===== src/rtl/load_store_unit.sv =====
// RV32I load/store unit: one request in flight against a single-port data memory
// with combinational read; byte/halfword stores are done as read-modify-write.
module load_store_unit #(
    parameter int XLEN = 32
) (
    input  logic            clock,
    input  logic            reset,
    input  logic            req_valid,
    output logic            req_ready,
    input  logic            req_store,
    input  logic [2:0]      req_funct3,
    input  logic [XLEN-1:0] req_addr,
    input  logic [XLEN-1:0] req_wdata,
    output logic            resp_valid,
    output logic [XLEN-1:0] resp_rdata,
    output logic            resp_error,
    output logic            mem_wEn,
    output logic [XLEN-1:0] mem_address,
    output logic [XLEN-1:0] mem_dataWrite,
    input  logic [XLEN-1:0] mem_dataRead
);

    typedef enum logic [1:0] {IDLE, RD, WR, RESP} state_t;

    localparam logic [2:0] F3_B  = 3'b000;
    localparam logic [2:0] F3_H  = 3'b001;
    localparam logic [2:0] F3_W  = 3'b010;
    localparam logic [2:0] F3_BU = 3'b100;
    localparam logic [2:0] F3_HU = 3'b101;

    state_t          state;
    logic [XLEN-1:0] addr_q;
    logic [XLEN-1:0] wdata_q;
    logic [XLEN-1:0] word_buf;
    logic [2:0]      funct3_q;
    logic            store_q;

    logic            req_misaligned;
    logic            req_illegal;
    logic            req_bad;
    logic [7:0]      rd_byte;
    logic [15:0]     rd_half;
    logic [XLEN-1:0] load_value;
    logic [XLEN-1:0] merged_word;

    // Request legality is judged on the raw inputs so the error path skips memory entirely.
    // NOTE: every always_comb output gets a value on every path, otherwise a latch is inferred.
    always_comb begin
        req_misaligned = ((req_funct3[1:0] == 2'b01) && req_addr[0])
                      || ((req_funct3[1:0] == 2'b10) && (req_addr[1:0] != 2'b00));
        if (req_store) begin
            req_illegal = (req_funct3 >= 3'b011);
        end else begin
            req_illegal = (req_funct3 == 3'b011) || (req_funct3 == 3'b110)
                       || (req_funct3 == 3'b111);
        end
        req_bad = req_misaligned || req_illegal;
    end

    // Little-endian lane select and extension of the word currently being read.
    always_comb begin
        rd_byte = mem_dataRead[{addr_q[1:0], 3'b000} +: 8];
        rd_half = mem_dataRead[{addr_q[1], 4'b0000} +: 16];
        case (funct3_q)
            F3_B:    load_value = {{(XLEN-8){rd_byte[7]}}, rd_byte};
            F3_H:    load_value = {{(XLEN-16){rd_half[15]}}, rd_half};
            F3_BU:   load_value = {{(XLEN-8){1'b0}}, rd_byte};
            F3_HU:   load_value = {{(XLEN-16){1'b0}}, rd_half};
            default: load_value = mem_dataRead;
        endcase
    end

    always_comb begin
        merged_word = word_buf;
        if (funct3_q == F3_W) begin
            merged_word = wdata_q;
        end else if (funct3_q == F3_H) begin
            merged_word[{addr_q[1], 4'b0000} +: 16] = wdata_q[15:0];
        end else begin
            merged_word[{addr_q[1:0], 3'b000} +: 8] = wdata_q[7:0];
        end
    end

    assign req_ready     = (state == IDLE);
    assign mem_wEn       = (state == WR);
    assign mem_address   = ((state == RD) || (state == WR)) ? {addr_q[XLEN-1:2], 2'b00} : '0;
    assign mem_dataWrite = (state == WR) ? merged_word : '0;

    // NOTE: sequential state uses non-blocking assignments so every register sees pre-edge values.
    // NOTE: the word buffer is reset too, so a read-modify-write never merges into stale data.
    always_ff @(posedge clock or negedge reset) begin
        if (!reset) begin
            state      <= IDLE;
            addr_q     <= '0;
            wdata_q    <= '0;
            word_buf   <= '0;
            funct3_q   <= '0;
            store_q    <= 1'b0;
            resp_valid <= 1'b0;
            resp_error <= 1'b0;
            resp_rdata <= '0;
        end else begin
            resp_valid <= 1'b0;
            resp_error <= 1'b0;
            resp_rdata <= '0;
            case (state)
                IDLE: begin
                    if (req_valid) begin
                        addr_q   <= req_addr;
                        wdata_q  <= req_wdata;
                        funct3_q <= req_funct3;
                        store_q  <= req_store;
                        if (req_bad) begin
                            state      <= RESP;
                            resp_valid <= 1'b1;
                            resp_error <= 1'b1;
                        end else if (req_store && (req_funct3 == F3_W)) begin
                            state <= WR;
                        end else begin
                            state <= RD;
                        end
                    end
                end
                RD: begin
                    word_buf <= mem_dataRead;
                    if (store_q) begin
                        state <= WR;
                    end else begin
                        state      <= RESP;
                        resp_valid <= 1'b1;
                        resp_rdata <= load_value;
                    end
                end
                WR: begin
                    state      <= RESP;
                    resp_valid <= 1'b1;
                end
                RESP: begin
                    state <= IDLE;
                end
                default: begin
                    state <= IDLE;
                end
            endcase
        end
    end

endmodule


===== config.mk =====
export PLATFORM = sky130hd
export DESIGN_NAME = load_store_unit
export DESIGN_NICKNAME = d
export VERILOG_FILES = /design/src/rtl/load_store_unit.sv
export SDC_FILE = /design/constraint.sdc
export NUM_CORES = 1
export LEC_CHECK = 0
export ABC_AREA = 1
export CORE_MARGIN = 2
export CORE_UTILIZATION = 45
export CTS_CLUSTER_SIZE = 25
export DETAILED_ROUTE_END_ITERATION = 10
export GPL_TIMING_DRIVEN = 1
export PLACE_DENSITY = 0.86
export SYNTH_ARGS = -nofsm -noshare
export SYNTH_HDL_FRONTEND = slang
export SYNTH_SLANG_ARGS = --single-unit

===== constraint.sdc =====
create_clock -name clock -period 2.3 [get_ports clock]
set_input_delay 0.345 -clock clock [delete_from_list [all_inputs] [get_ports clock]]
set_output_delay 0.345 -clock clock [all_outputs]
set_load 0.05 [all_outputs]

==> impl_metrics.env <==
export IMPL_status="complete, but fails checks"
export IMPL_violations="negative setup slack"
export IMPL_arrival_ns=2.22
export IMPL_slew_violations=0
export IMPL_cp_start_kind="flip-flop"
export IMPL_nNetsFinal=1361
export IMPL_p_leak_nw=5.82
export IMPL_grt_pass1_wl_mm=39.4
export IMPL_drt_vias_per_instance=5.24
export IMPL_grt_max_degree=57
export IMPL_path_class="reg -> out"
export IMPL_numCtsBuffers=17
export IMPL_cts_sinks=136
export IMPL_drive_gt1_share_pct=22.2
export IMPL_setup_viol=32
export IMPL_fin_crit_ns=2.57
export IMPL_setup_tns_final_ns=-2.97
export IMPL_first_global_vias=7694
export IMPL_die_h_um=132
export IMPL_vias=7747
export IMPL_antenna_found_initial=0
export IMPL_min_path_type="in -> async"
export IMPL_crit_path_frequent_cell="nand2_1"
export IMPL_r2r_slack_ns=0.14
export IMPL_fin_area_um2=11700
export IMPL_dieArea_um2=17400
export IMPL_crit_start="addr_q[1]"
export IMPL_totalWireLength_mm=25.1
export IMPL_route_detailed_drc=0
export IMPL_rows=46
export IMPL_endpoint_kind="output pin"
export IMPL_io_pins=203
export IMPL_p_total_mw=20.8
export IMPL_overflow=0
export IMPL_maxCapViolCount=0
export IMPL_finalClockSkew_ns=0.00989
export IMPL_rsz0062_at_grt="yes"
export IMPL_ctsLongestPathBuffers=2
export IMPL_drtPass1Iterations=6
export IMPL_cp_cell_sequence="inv_4 -> ha_2 -> clkinv_4 -> nand2_2 -> nor2_2 -> nand2_1 -> nand2_1 -> nand2_1 -> nand2_1 -> nand2_2 -> nor2_4 -> buf_12"
export IMPL_p_per_area_nw_per_um2=1790
export IMPL_cpPeakStageDelay_ns=0.43
export IMPL_antenna_cells=0
export IMPL_h_tree_depth=4
export IMPL_r2r_start="addr_q[1]"
export IMPL_ir_drop_v=0.00125
export IMPL_dr_first_iter_drc_count=795
export IMPL_synthesis_area_um2=7360
export IMPL_grt_usage_pct=28.5
export IMPL_synth_seq_cells=136
export IMPL_core_area_um2=15900
export IMPL_cts_tree="done"
export IMPL_die_w_um=132
export IMPL_stdcell_count=1478
export IMPL_hold_viol_final=0
export IMPL_gp_congestion=0.962
export IMPL_timing_final_ws_setup_ns=-0.269
export IMPL_syn_area_per_cell_um2=7.12
export IMPL_io_buffers=200
export IMPL_clkTransAtPathRegs_ns=0.06
export IMPL_worst_endpoint_required_ns=1.96
export IMPL_worst_slew_pin_slew_ns=0.528
export IMPL_slew_headroom_pct=64.7
export IMPL_clock_fmax_mhz=389
export IMPL_cp_max_fo=8
export IMPL_dp_hpwl_mm=17.0
export IMPL_layout_area_seq_um2=3410
export IMPL_finalCritPeriodShare_pct=112
export IMPL_root_buffer="clkbuf_16"
export IMPL_start_util_pct=46.2
export IMPL_syn_inst=1033
export IMPL_antenna_left=0
export IMPL_place_area_um2=10500
export IMPL_clkLatencyLatePin_ns=0.42
export IMPL_fillers=1089
export IMPL_multiInputGateArea_um2=3780
export IMPL_synth_cell_types=33
export IMPL_place_inst=1427
export IMPL_yosysWarningCount=0
export IMPL_area_growth_pct=58.4
export IMPL_crit_path_top_delay_cell="dfrtp_2"
export IMPL_wl_per_cell_um=17.0
export IMPL_synth_seq_area_share_pct=46.2
-- cell usage after synthesis --
master       n  area [um2]
inv_2        2        7.51
dfrtp_1    136        3400
clkbuf_1    28         105
o2111ai_1    2        17.5
buf_2        8        40.0
nor2_2       8        50.1
o21a_1       1        7.51
nand2_2      2        12.5
conb_1       1        3.75
buf_1        1        3.75
buf_8        1        15.0
nor2_8       1        20.0
a21oi_2      1        8.76
nand4_1     10        62.6
nand3_2      5        50.1
nand2_1    451        1690
o21ai_0     95         475
buf_4        8        60.1
buf_6        5        56.3
or2_2        4        25.0
o211ai_1     6        45.0
o21bai_1     4        30.0
nand3_4      1        17.5
a21oi_1     32         160
nor3_1       6        30.0
nor2_4       4        45.0
nand2_4      3        33.8
nor2_1      69         259
clkinv_1     2        7.51
nand3_1     16        80.1
ha_1         9         113
inv_4        2        12.5
inv_1      109         409
-- path summary, 6_finish.rpt --
kind,end,cells after the start
max in group asynchronous,resp_rdata[28],3
hold / removal,state[0],2
min in group clock,addr_q[13],3
hold reg to reg,wdata_q[29],2
setup reg to reg,resp_rdata[16],11
setup / recovery,mem_dataWrite[31],12
-- worst max-delay path, delay by kind of cell (launching register included) --
kind | cells | cell delay, ns
buffers and inverters | 3 | 0.32
AND/OR/NAND/NOR | 8 | 0.82
flip-flops | 1 | 0.43
adder cells (fa/ha/maj) | 1 | 0.20
-- layer usage --
layer | vias to the layer above | routed length [um] | GRT usage [%]
li1 | 3599 | - | -
met1 | 3634 | 9470 | 34.5
met2 | 425 | 12500 | 48.0
met3 | 89 | 2280 | 8.34
met4 | 0 | 923 | 11.1
met5 | - | 0 | 0
-- cell families (layout without fill, tap and decap cells) --
group	Yosys count	in the layout	synth area share, %
fa+ha+maj	9	9	1.53
simple gates	580	581	32.3
other cells	1	2	0.0510
flops	136	136	46.2
buf+inv	166	393	9.74
compound gates	141	141	10.1
-- sequential cells by signal, summed over array words and instances (netlist names) --
register / count
addr_q: 32
resp_rdata: 32
wdata_q: 32
word_buf: 32
funct3_q: 3
state: 2
resp_error: 1
resp_valid: 1
store_q: 1
-- per-stage QoR --
step	setup slack [ns]	utilization [%]	hold slack [ns]
finish	-0.269	73.1	0.391
global placement	0.106	65.6	0.263
global route	-0.348	73.1	0.420
floorplan	-0.0547	-	0.0494
detailed placement	0.107	65.6	0.268
CTS	-0.0982	72.1	0.384
-- report_power, final --
| part | switching [mW] | total (mW) | internal (mW) |
|---|---|---|---|
| Sequential | 0.759 | 4.23 | 3.47 |
| Combinational | 8.40 | 13.6 | 5.21 |
| Clock | 1.11 | 3.00 | 1.89 |
| Total | 10.3 | 20.8 | 10.6 |
-- cells in the final DEF (no fill, tap or decap), types with 4 or more instances in the layout --
cell type	netlist	final
o21ai_2	0	4
a21oi_2	1	14
o21bai_1	4	4
nor2_2	8	18
nor3_1	6	4
clkbuf_16	0	17
a21oi_4	0	11
a21oi_1	32	8
nand2_1	451	424
buf_12	0	70
o211ai_1	6	6
bufinv_16	0	4
buf_4	8	35
inv_4	2	5
dfrtp_2	0	5
nand2_4	3	6
ha_1	9	4
clkinvlp_4	0	4
dfrtp_1	136	131
nand4_1	10	10
inv_1	109	105
o21ai_1	0	11
nor2_4	4	21
nand2_2	2	26
clkdlybuf4s50_1	0	135
or2_2	4	4
buf_6	5	4
nand3_1	16	12
nand3_2	5	8
o21ai_0	95	80
nor2_1	69	42
-- cell type report --
class,count,share of cell area [%]
Clock buffer,19,3.88
Tap cell,216,2.32
Multi-Input combinational cell,733,32.4
Timing Repair Buffer,246,26.6
Sequential cell,136,29.2
Inverter,115,3.90
Clock inverter,13,1.65
-- what timing repair did --
item | in CTS | in global routing
buffers inserted | 9 | 7
cloned | 1 | 1
endpoints found under the setup margin | 32 | 63
hold buffers | 1 | 0
resized for setup | 85 | 33
endpoints found under the hold margin | 35 | 0
pin swaps | 35 | 14
Note: power is estimated with default switching activity, not from simulation.
